$ cat src/rtl/vga_timing_pkg.sv
// rtl/vga_timing_pkg.sv - shared timing constants and helpers for the VGA raster generator
//
// Purpose: default 640x480@60 timing, counter widths and line/frame total helpers.
// Ports: none (package).
package vga_timing_pkg;

   localparam int CNT_W   = 10;
   localparam int FRAME_W = 8;

   localparam int DEF_H_VIEW  = 640;
   localparam int DEF_H_FRONT = 16;
   localparam int DEF_H_SYNC  = 96;
   localparam int DEF_H_BACK  = 48;
   localparam int DEF_V_VIEW  = 480;
   localparam int DEF_V_FRONT = 10;
   localparam int DEF_V_SYNC  = 2;
   localparam int DEF_V_BACK  = 33;

   function automatic int h_total(int view, int front, int sync, int back);
      return view + front + sync + back;
   endfunction

   function automatic int v_total(int view, int front, int sync, int back);
      return view + front + sync + back;
   endfunction

endpackage

$ cat src/rtl/vga_sync_gen_if.sv
// rtl/vga_sync_gen_if.sv - raster position and sync/blank bundle toward the colour stage
//
// Purpose: groups every timing output of vga_sync_gen.
// Signals: hpos, vpos, hsync, vsync, hblank, vblank, visible, line_start,
//          frame_start, frame.
// Modports: master (generator drives), slave (colour logic reads).
interface vga_sync_gen_if;
   import vga_timing_pkg::*;

   logic [CNT_W-1:0]   hpos;
   logic [CNT_W-1:0]   vpos;
   logic               hsync;
   logic               vsync;
   logic               hblank;
   logic               vblank;
   logic               visible;
   logic               line_start;
   logic               frame_start;
   logic [FRAME_W-1:0] frame;

   modport master (
      output hpos, vpos, hsync, vsync, hblank, vblank,
             visible, line_start, frame_start, frame
   );

   modport slave (
      input  hpos, vpos, hsync, vsync, hblank, vblank,
             visible, line_start, frame_start, frame
   );

endinterface

$ cat src/rtl/vga_axis_counter.sv
// rtl/vga_axis_counter.sv - one raster axis: wrapping position counter with blank/sync flags
//
// Purpose: counts VIEW+FRONT+SYNC+BACK positions, registering blank and sync from
//          the next-state position so flags line up with pos_o.
// Ports:
//   clk_i, rst_n_i  clock, asynchronous active-low reset
//   tick_i          advance by one position
//   wrap_en_i       allow return to 0 after the last position (else hold there)
//   pos_o           current position
//   pos_next_o      position after this edge (for registering derived flags)
//   blank_o         pos_o >= VIEW
//   sync_o          sync window, active level SYNC_POL
//   wrap_o          this edge wraps the axis back to 0
module vga_axis_counter
   import vga_timing_pkg::*;
#(
   parameter int VIEW     = DEF_H_VIEW,
   parameter int FRONT    = DEF_H_FRONT,
   parameter int SYNC     = DEF_H_SYNC,
   parameter int BACK     = DEF_H_BACK,
   parameter bit SYNC_POL = 1'b0
) (
   input  logic             clk_i,
   input  logic             rst_n_i,
   input  logic             tick_i,
   input  logic             wrap_en_i,
   output logic [CNT_W-1:0] pos_o,
   output logic [CNT_W-1:0] pos_next_o,
   output logic             blank_o,
   output logic             sync_o,
   output logic             wrap_o
);

   localparam int               TOTAL   = VIEW + FRONT + SYNC + BACK;
   localparam logic [CNT_W-1:0] LAST    = CNT_W'(TOTAL - 1);
   localparam logic [CNT_W-1:0] VIEW_C  = CNT_W'(VIEW);
   localparam logic [CNT_W-1:0] SYNC_LO = CNT_W'(VIEW + FRONT);
   localparam logic [CNT_W-1:0] SYNC_HI = CNT_W'(VIEW + FRONT + SYNC - 1);

   logic [CNT_W-1:0] pos_q, pos_d;
   logic             blank_q, blank_d;
   logic             sync_q, sync_d;
   logic             at_last;

   always_comb begin
      at_last = (pos_q == LAST);
      pos_d   = pos_q;
      if (tick_i) begin
         if (at_last) begin
            pos_d = wrap_en_i ? '0 : pos_q;
         end else begin
            pos_d = pos_q + CNT_W'(1);
         end
      end
      // Flags follow the next position so they change on the same edge as pos.
      blank_d = (pos_d >= VIEW_C);
      sync_d  = ((pos_d >= SYNC_LO) && (pos_d <= SYNC_HI)) ? SYNC_POL : ~SYNC_POL;
   end

   always_ff @(posedge clk_i or negedge rst_n_i) begin
      if (!rst_n_i) begin
         pos_q   <= '0;
         blank_q <= 1'b0;
         sync_q  <= ~SYNC_POL;
      end else begin
         pos_q   <= pos_d;
         blank_q <= blank_d;
         sync_q  <= sync_d;
      end
   end

   assign pos_o      = pos_q;
   assign pos_next_o = pos_d;
   assign blank_o    = blank_q;
   assign sync_o     = sync_q;
   assign wrap_o     = tick_i && at_last && wrap_en_i;

endmodule

$ cat src/rtl/vga_sync_gen.sv
// rtl/vga_sync_gen.sv - VGA raster timing generator (hsync/vsync/blank, pixel coordinates)
//
// Purpose: horizontal and vertical axis counters plus registered visible,
//          line_start, frame_start and an optional frame counter.
// Build option: VGA_SYNC_FRAME_COUNTER_EN builds the 8-bit frame counter;
//               without it frame is constant 0.
// Ports:
//   clk    pixel clock
//   rst_n  asynchronous active-low reset
//   ena    advance enable; all outputs hold while low
//   vga    vga_sync_gen_if.master: hpos, vpos, hsync, vsync, hblank, vblank,
//          visible, line_start, frame_start, frame
module vga_sync_gen
   import vga_timing_pkg::*;
#(
   parameter int H_VIEW   = DEF_H_VIEW,
   parameter int H_FRONT  = DEF_H_FRONT,
   parameter int H_SYNC   = DEF_H_SYNC,
   parameter int H_BACK   = DEF_H_BACK,
   parameter int V_VIEW   = DEF_V_VIEW,
   parameter int V_FRONT  = DEF_V_FRONT,
   parameter int V_SYNC   = DEF_V_SYNC,
   parameter int V_BACK   = DEF_V_BACK,
   parameter bit SYNC_POL = 1'b0
) (
   input  logic           clk,
   input  logic           rst_n,
   input  logic           ena,
   vga_sync_gen_if.master vga
);

   localparam int H_TOTAL = h_total(H_VIEW, H_FRONT, H_SYNC, H_BACK);
   localparam int V_TOTAL = v_total(V_VIEW, V_FRONT, V_SYNC, V_BACK);

   if ((H_TOTAL > (1 << CNT_W)) || (V_TOTAL > (1 << CNT_W))) begin : g_timing_check
      $error("vga_sync_gen: H_TOTAL or V_TOTAL exceeds the position counter range");
   end

   logic             h_wrap, v_wrap;
   logic [CNT_W-1:0] h_next, v_next;

   logic line_start_q, line_start_d;
   logic frame_start_q, frame_start_d;
   logic visible_q, visible_d;

   vga_axis_counter #(
      .VIEW(H_VIEW), .FRONT(H_FRONT), .SYNC(H_SYNC), .BACK(H_BACK), .SYNC_POL(SYNC_POL)
   ) u_h_axis (
      .clk_i      (clk),
      .rst_n_i    (rst_n),
      .tick_i     (ena),
      .wrap_en_i  (1'b1),
      .pos_o      (vga.hpos),
      .pos_next_o (h_next),
      .blank_o    (vga.hblank),
      .sync_o     (vga.hsync),
      .wrap_o     (h_wrap)
   );

   // h_wrap already carries ena, so the vertical axis steps once per line.
   vga_axis_counter #(
      .VIEW(V_VIEW), .FRONT(V_FRONT), .SYNC(V_SYNC), .BACK(V_BACK), .SYNC_POL(SYNC_POL)
   ) u_v_axis (
      .clk_i      (clk),
      .rst_n_i    (rst_n),
      .tick_i     (h_wrap),
      .wrap_en_i  (1'b1),
      .pos_o      (vga.vpos),
      .pos_next_o (v_next),
      .blank_o    (vga.vblank),
      .sync_o     (vga.vsync),
      .wrap_o     (v_wrap)
   );

   always_comb begin
      line_start_d  = (h_next == '0);
      frame_start_d = (h_next == '0) && (v_next == '0);
      visible_d     = (h_next < CNT_W'(H_VIEW)) && (v_next < CNT_W'(V_VIEW));
   end

   always_ff @(posedge clk or negedge rst_n) begin
      if (!rst_n) begin
         line_start_q  <= 1'b1;
         frame_start_q <= 1'b1;
         visible_q     <= 1'b1;
      end else begin
         line_start_q  <= line_start_d;
         frame_start_q <= frame_start_d;
         visible_q     <= visible_d;
      end
   end

   assign vga.line_start  = line_start_q;
   assign vga.frame_start = frame_start_q;
   assign vga.visible     = visible_q;

`ifdef VGA_SYNC_FRAME_COUNTER_EN
   logic [FRAME_W-1:0] frame_q, frame_d;

   always_comb begin
      frame_d = v_wrap ? (frame_q + FRAME_W'(1)) : frame_q;
   end

   always_ff @(posedge clk or negedge rst_n) begin
      if (!rst_n) begin
         frame_q <= '0;
      end else begin
         frame_q <= frame_d;
      end
   end

   assign vga.frame = frame_q;
`else
   logic unused_v_wrap;
   assign unused_v_wrap = v_wrap;
   assign vga.frame     = '0;
`endif

endmodule
$ cat src/flat_wrapper.sv
// flat-port wrapper written by rule: the top's interface ports become plain ports
module vga_sync_gen_flat import vga_timing_pkg::*;
#(
   parameter int H_VIEW   = DEF_H_VIEW,
   parameter int H_FRONT  = DEF_H_FRONT,
   parameter int H_SYNC   = DEF_H_SYNC,
   parameter int H_BACK   = DEF_H_BACK,
   parameter int V_VIEW   = DEF_V_VIEW,
   parameter int V_FRONT  = DEF_V_FRONT,
   parameter int V_SYNC   = DEF_V_SYNC,
   parameter int V_BACK   = DEF_V_BACK,
   parameter bit SYNC_POL = 1'b0
)
  (clk, rst_n, ena, vga_hpos, vga_vpos, vga_hsync, vga_vsync, vga_hblank, vga_vblank, vga_visible, vga_line_start, vga_frame_start, vga_frame);
  vga_sync_gen_if vga_i ();
  input  logic clk;
  input  logic rst_n;
  input  logic ena;
  output wire logic [$bits(vga_i.hpos)-1:0] vga_hpos;
  output wire logic [$bits(vga_i.vpos)-1:0] vga_vpos;
  output wire logic [$bits(vga_i.hsync)-1:0] vga_hsync;
  output wire logic [$bits(vga_i.vsync)-1:0] vga_vsync;
  output wire logic [$bits(vga_i.hblank)-1:0] vga_hblank;
  output wire logic [$bits(vga_i.vblank)-1:0] vga_vblank;
  output wire logic [$bits(vga_i.visible)-1:0] vga_visible;
  output wire logic [$bits(vga_i.line_start)-1:0] vga_line_start;
  output wire logic [$bits(vga_i.frame_start)-1:0] vga_frame_start;
  output wire logic [$bits(vga_i.frame)-1:0] vga_frame;
  assign vga_hpos = vga_i.hpos;
  assign vga_vpos = vga_i.vpos;
  assign vga_hsync = vga_i.hsync;
  assign vga_vsync = vga_i.vsync;
  assign vga_hblank = vga_i.hblank;
  assign vga_vblank = vga_i.vblank;
  assign vga_visible = vga_i.visible;
  assign vga_line_start = vga_i.line_start;
  assign vga_frame_start = vga_i.frame_start;
  assign vga_frame = vga_i.frame;
  vga_sync_gen #(.H_VIEW(H_VIEW), .H_FRONT(H_FRONT), .H_SYNC(H_SYNC), .H_BACK(H_BACK), .V_VIEW(V_VIEW), .V_FRONT(V_FRONT), .V_SYNC(V_SYNC), .V_BACK(V_BACK), .SYNC_POL(SYNC_POL)) u_core (.clk(clk), .rst_n(rst_n), .ena(ena), .vga(vga_i));
endmodule
$ cat config.mk
export PLATFORM = sky130hd
export DESIGN_NAME = vga_sync_gen_flat
export DESIGN_NICKNAME = d
export VERILOG_FILES = /design/src/rtl/vga_timing_pkg.sv /design/src/rtl/vga_sync_gen_if.sv /design/src/rtl/vga_axis_counter.sv /design/src/rtl/vga_sync_gen.sv /design/src/flat_wrapper.sv
export SDC_FILE = /design/constraint.sdc
export NUM_CORES = 1
export LEC_CHECK = 0
export ABC_AREA = 1
export ABC_CLOCK_PERIOD_IN_PS = 2900
export CORE_MARGIN = 2
export CORE_UTILIZATION = 45
export CTS_CLUSTER_SIZE = 8
export DETAILED_ROUTE_END_ITERATION = 7
export GPL_TIMING_DRIVEN = 1
export PLACE_DENSITY = 0.8
export SYNTH_ARGS = -nofsm -noshare
export SYNTH_HDL_FRONTEND = slang
export SYNTH_SLANG_ARGS = --single-unit
$ cat constraint.sdc
create_clock -name clk -period 2.9 [get_ports clk]
set_clock_uncertainty 0.2 [all_clocks]
set_input_delay 0.435 -clock clk [delete_from_list [all_inputs] [get_ports clk]]
set_output_delay 0.435 -clock clk [all_outputs]
set_load 0.03 [all_outputs]
* Yosys cells after proc, flatten, opt, wreduce, memory -nomap -nowiden
Index checks and enable logic that the tools add are counted.
Storage, ports and cells: bits in registers 27, bits in latches 0, bits in writable memories 0, bits in read-only memories 0, input bits 3, output and inout port bits 35, word-level logic and storage cells 34, memories 0
Operators by class: $add $sub $neg 2, multiply operators 0, divide/modulo/power cells 0, $lt $le $gt $ge 8, equal/unequal tests 2, shift-type cells 0, multiplexer cells 6, bitwise logic cells 0, reductions and logical operators 7
Operator list (number):
- 2-to-1 mux 10 bit | 4
- adder 10 x 1 -> 10 bit (second input constant) | 2
- == test 10 bit (second input constant) | 2
- greater-or-equal comparator 10 bit (second input constant) | 2
- greater-or-equal comparator 10 x 9 -> 1 bit (second input constant) | 2
- logical NOT 10 bit | 2
- less-or-equal comparator 10 bit (second input constant) | 1
- less-or-equal comparator 10 x 9 -> 1 bit (second input constant) | 1
- < comparator 10 bit (second input constant) | 1
- < comparator 10 x 9 -> 1 bit (second input constant) | 1
- logical AND 1 bit | 5
- 2-to-1 mux 1 bit | 2

* Logic depth before layout (Yosys ltp)
depth in word-level cells 6, depth in mapped cells 12, gate-level depth less buffers 12

* Cells and area by module
Synthesis repeated with hierarchy kept, for this count alone.
Second synthesis, totals: cell total of the unflattened synthesis 276, area, all modules 1929.4 um2
By module, submodules not included:
- vga_axis_counter at u_core.u_v_axis | times used 1, cells an instance 126, area an instance 855.8 um2, sequential area each 301.5 um2
- vga_axis_counter at u_core.u_h_axis | times used 1, cells an instance 113, area an instance 823.3 um2, sequential area each 301.5 um2
- vga_sync_gen | times used 1, cells an instance 37, area an instance 250.2 um2, sequential area each 78.8 um2

* Worst setup path before layout
OpenSTA, ideal clock, no wires.
path type register -> register, start point register u_core.u_h_axis.pos_q[0], in the netlist u_core.u_h_axis.pos_o[0], end point register u_core.visible_q, in the netlist u_core.vga.visible, library setup time 0.078 ns, data arrival time 1.796 ns, slack 0.826 ns, cell stages (with the launch flop) 11, path buffers 0, period minus slack after synthesis 2.074 ns, cell sequence dfrtp_1 > ha_1 > nand2_2 > nor2_8 > nand3_4 > nor2_8 > nand3_2 > nand2_1 > nand3_1 > o21bai_4 > nor2_2
Between the ends: word-level cells in the longest chain between the ends 5, elaborated cells between the ends (all ways) 9, classes of those cells 1 x add/sub; 2 x order compare; 1 x eq/ne; 3 x mux; 2 x reduce/logical
Ends and longest elaborated chain:
- from (decl) | RTL line vga_axis_counter.sv:40 | logic [CNT_W-1:0] pos_q, pos_d;
- from (signal assigned) | RTL line vga_axis_counter.sv:66 | pos_q <= pos_d;
- adder 10 x 1 -> 10 bit or == test 10 bit (tied branches) | RTL line vga_axis_counter.sv:52, vga_axis_counter.sv:46
- 2-to-1 mux 10 bit or logical AND 1 bit (tied branches) | RTL line vga_axis_counter.sv:49, vga_axis_counter.sv:76
- 2-to-1 mux 10 bit | RTL line vga_axis_counter.sv:48 | if (tick_i) begin
- < comparator 10 bit or < comparator 10 x 9 -> 1 bit (tied branches) | RTL line vga_sync_gen.sv:78 | visible_d = (h_next < CNT_W'(H_VIEW)) && (v_next < CNT_W'(V_VIEW));
- logical AND 1 bit (*) | RTL line vga_sync_gen.sv:78
- named net u_core.visible_d | RTL line vga_sync_gen.sv:44 | logic visible_q, visible_d;
- to (signal assigned) | RTL line vga_sync_gen.sv:89 | visible_q <= visible_d;
- to (decl) | RTL line vga_sync_gen.sv:44
Mark *: on every way through the listed nets, which the timed path passes. The rest lies on a longest branch.

* Final worst setup path
start point input port ena, end point register u_core.frame_start_q, in the netlist u_core.vga.frame_start
Between the ends: elaborated cells between the ends (all ways) 6, classes of those cells 2 x mux; 4 x reduce/logical
RTL lines:
- from (decl) | RTL line flat_wrapper.sv:18 | input logic ena;
- 2-to-1 mux 10 bit | RTL line vga_axis_counter.sv:48
- logical NOT 10 bit
- named net u_core.line_start_d | RTL line vga_sync_gen.sv:42 | logic line_start_q, line_start_d;
- logical AND 1 bit | RTL line vga_sync_gen.sv:77 | frame_start_d = (h_next == '0) && (v_next == '0);
- named net u_core.frame_start_d | RTL line vga_sync_gen.sv:43 | logic frame_start_q, frame_start_d;
- to (signal assigned) | RTL line vga_sync_gen.sv:88 | frame_start_q <= frame_start_d;
- to (decl) | RTL line vga_sync_gen.sv:43
The timed path passes the listed nets, and every way through them passes these cells.

==> metrics.cfg <==
[setup_path]
crit_top_cell = nand2_1
rr_worst_depth = 10
crit_buf_inv = 2
r2r-end = u_core.u_v_axis.sync_o
path_cells = clkdlybuf4s50_1 -> nand2_1 -> nor2_2 -> nand4_1 -> inv_1 -> nand2_1 -> nand3_1 -> nand2_1 -> nor2_2 -> nand2_1 -> nor2_1
path_delay_family = simple AND/OR/NAND/NOR gates
endpoint = u_core.vga.frame_start
crit_start = ena
crit_path_max_incr_delay_ns = 0.67
critical_path_required_ns = 2.91
crit_arrival_ns = 2.27
cp-start-kind = input port
reg2reg_slack_ns = 0.73
cp_max_fo = 8
end_kind = register
cp_num_cells = 11
reg2reg_from = u_core.u_h_axis.pos_o[0]
critPathSlowestCell = clkdlybuf4s50_1
worstSetupPathType = in -> reg

[finish]
syn2layout_area_growth_pct = 19.76
fill_cells = 357
multi_input_area_sq_um = 895.9
nNetsFinal = 279
final_area_sq_um = 2123
layout_commonest_cell = nand2_1
final_cell_mix = nand2_1 (68), inv_1 (37), nor2_1 (30)
num_antenna_cells = 0
ff_latch_area_sq_um = 681.9
drive_gt1_frac = 0.1213

[synthesis]
yosysWarnings = 0
netlist_area_sq_um = 1773
synth_cell_types = 27
ys_seq_area_frac = 0.3846
avgSynthCellArea_sq_um = 7.357
synthCells = 241
synth_seq_cells = 27

[cts]
cts_tree = done
cts.reportedPaths.clkPinSlew_ns = 0.09
cts_root_buf = clkbuf_8
cts_buffer_depth = 2
cts_hold_buffers = 0
cts_buffers = 3
cts.repair.resized = 0
cts_max_level = 1
postCtsSetupRepairBufs = 0
clk_latency_ns = 0.27
cts.sinks = 27

[power_and_ir_drop]
p_leak_nw = 1.075
powerDensity_nw_per_um2 = 573.6
ir_drop_mv = 0.4945

[hold_path]
hp-class = in -> async

[floorplanning]
die_w_microns = 66.77
initial_core_util = 0.4771
fp.coreArea_sq_um = 3716
rows = 22
die_area_sq_um = 4458
fp.dieH_microns = 66.77
ios = 38

[sta]
fin_crit_ns = 2.259
setup-tns-final_ns = 0
drv_slew = 0
setup_viol = 0
final_hold_viol_count = 0
fmax_ghz = 0.4427
grt_setup_unrepaired = no
period_share = 0.7789

[routing]
vias = 1533
drc_errors = 0
post_drt_wl_per_cell_microns = 11.78
drtPass1Iterations = 4
routed_wl_microns = 3771
vias_per_cell = 4.791
drt_iter0_drc = 75
ant_nets = 0

[grt]
grt_pass1_vias = 1401
grt_antenna_before_repair = 0
globalRouteTotalUtil = 0.1883
grt_overflow_total = 0
grt_max_degree = 28
grt_pass1_wl_microns = 6465

[run]
maxCapViolCount = 0

[place]
globalplace.congestion = 0.8602
port_buffers = 29
placed_area_sq_um = 2078
dpl.hpwl_microns = 2864

[outcome]
status = finished clean

## logic make-up after synthesis
group,Yosys count,share of synthesized area
AND/OR/NAND/NOR,150,0.4143
flip-flops,27,0.3846
AO/OA/AOI/OAI,9,0.03811
XOR/XNOR,3,0.01482
buffers and inverters,48,0.1249
other,1,0.002115
adder cells (fa/ha/maj),3,0.02117
## cells in the mapped netlist (all sizes together)
library cell / count / area [sq um]
nand4: 7 / 43.79
nand2: 73 / 286.5
conb: 1 / 3.750
nand3: 24 / 150.1
inv: 38 / 142.6
nor3: 2 / 10.01
o21ai: 5 / 25.02
nor2: 43 / 236.5
buf: 10 / 78.82
nand3b: 1 / 7.510
a21o: 2 / 16.27
o21bai: 1 / 18.77
dfrtp: 22 / 550.5
o21a: 1 / 7.510
ha: 3 / 37.54
xor2: 3 / 26.28
dfstp: 5 / 131.4
## registers in the layout, indices dropped and copies added (netlist names)
signal and cells:
u_core.u_h_axis.pos_o 10, u_core.u_v_axis.pos_o 10, u_core.u_h_axis.blank_o 1, u_core.u_h_axis.sync_o 1
u_core.u_v_axis.blank_o 1, u_core.u_v_axis.sync_o 1, u_core.vga.frame_start 1, u_core.vga.line_start 1
u_core.vga.visible 1
## worst min path at each step
| stage | startpoint | endpoint | slack (ns) | cells after the start |
|---|---|---|---|---|
| 2_1_floorplan | rst_n | u_core.u_h_axis.blank_o | -0.06 | 0 |
| 3_3_place_gp | u_core.u_h_axis.pos_o[4] | u_core.u_h_axis.pos_o[4] | 0.38 | 1 |
| 3_5_place_dp | u_core.u_h_axis.pos_o[1] | u_core.u_h_axis.pos_o[1] | 0.40 | 2 |
| 4_1_cts | rst_n | u_core.u_h_axis.pos_o[6] | 0.36 | 2 |
| 5_1_grt | rst_n | u_core.u_h_axis.pos_o[3] | 0.37 | 2 |
| 6_report | rst_n | u_core.u_h_axis.pos_o[6] | 0.34 | 2 |
## cell type report
type | instances | share of cell area
Multi-Input combinational cell | 173 | 0.4219
Clock buffer | 4 | 0.02121
Sequential cell | 27 | 0.3212
Tap cell | 48 | 0.02829
Timing Repair Buffer | 30 | 0.1402
Inverter | 38 | 0.06718
## metrics by stage
step | hold slack, ns | cells | setup WS [ns] | util | power [W]
2_1_floorplan | -0.06059 | 248 | 0.8261 | - | 0.0008459
3_3_place_gp | 0.3847 | 316 | 0.5201 | 0.5593 | 0.0009946
3_5_place_dp | 0.3975 | 316 | 0.4139 | 0.5593 | 0.001007
4_1_cts | 0.3571 | 320 | 0.6685 | 0.5714 | 0.001223
5_1_grt | 0.3735 | 320 | 0.5214 | 0.5714 | 0.001294
6_report | 0.3393 | 320 | 0.6411 | 0.5714 | 0.001218
## metal layers
metal / wire (microns) / vias to the layer above / GRT usage
li1: - / 788 / -
met2: 1752 / 34 / 0.2988
met5: 0 / - / 0
met1: 1844 / 706 / 0.2704
met4: 45 / 0 / 0.05612
met3: 128 / 5 / 0.02027
## where the power goes
| group | internal (W) | switching [W] | total, W |
|---|---|---|---|
| Clock | 0.0000984 | 0.000116 | 0.000214 |
| Combinational | 0.000176 | 0.000329 | 0.000505 |
| Sequential | 0.000427 | 0.0000721 | 0.000499 |
No activity file was read; power rests on OpenSTA's default activity.
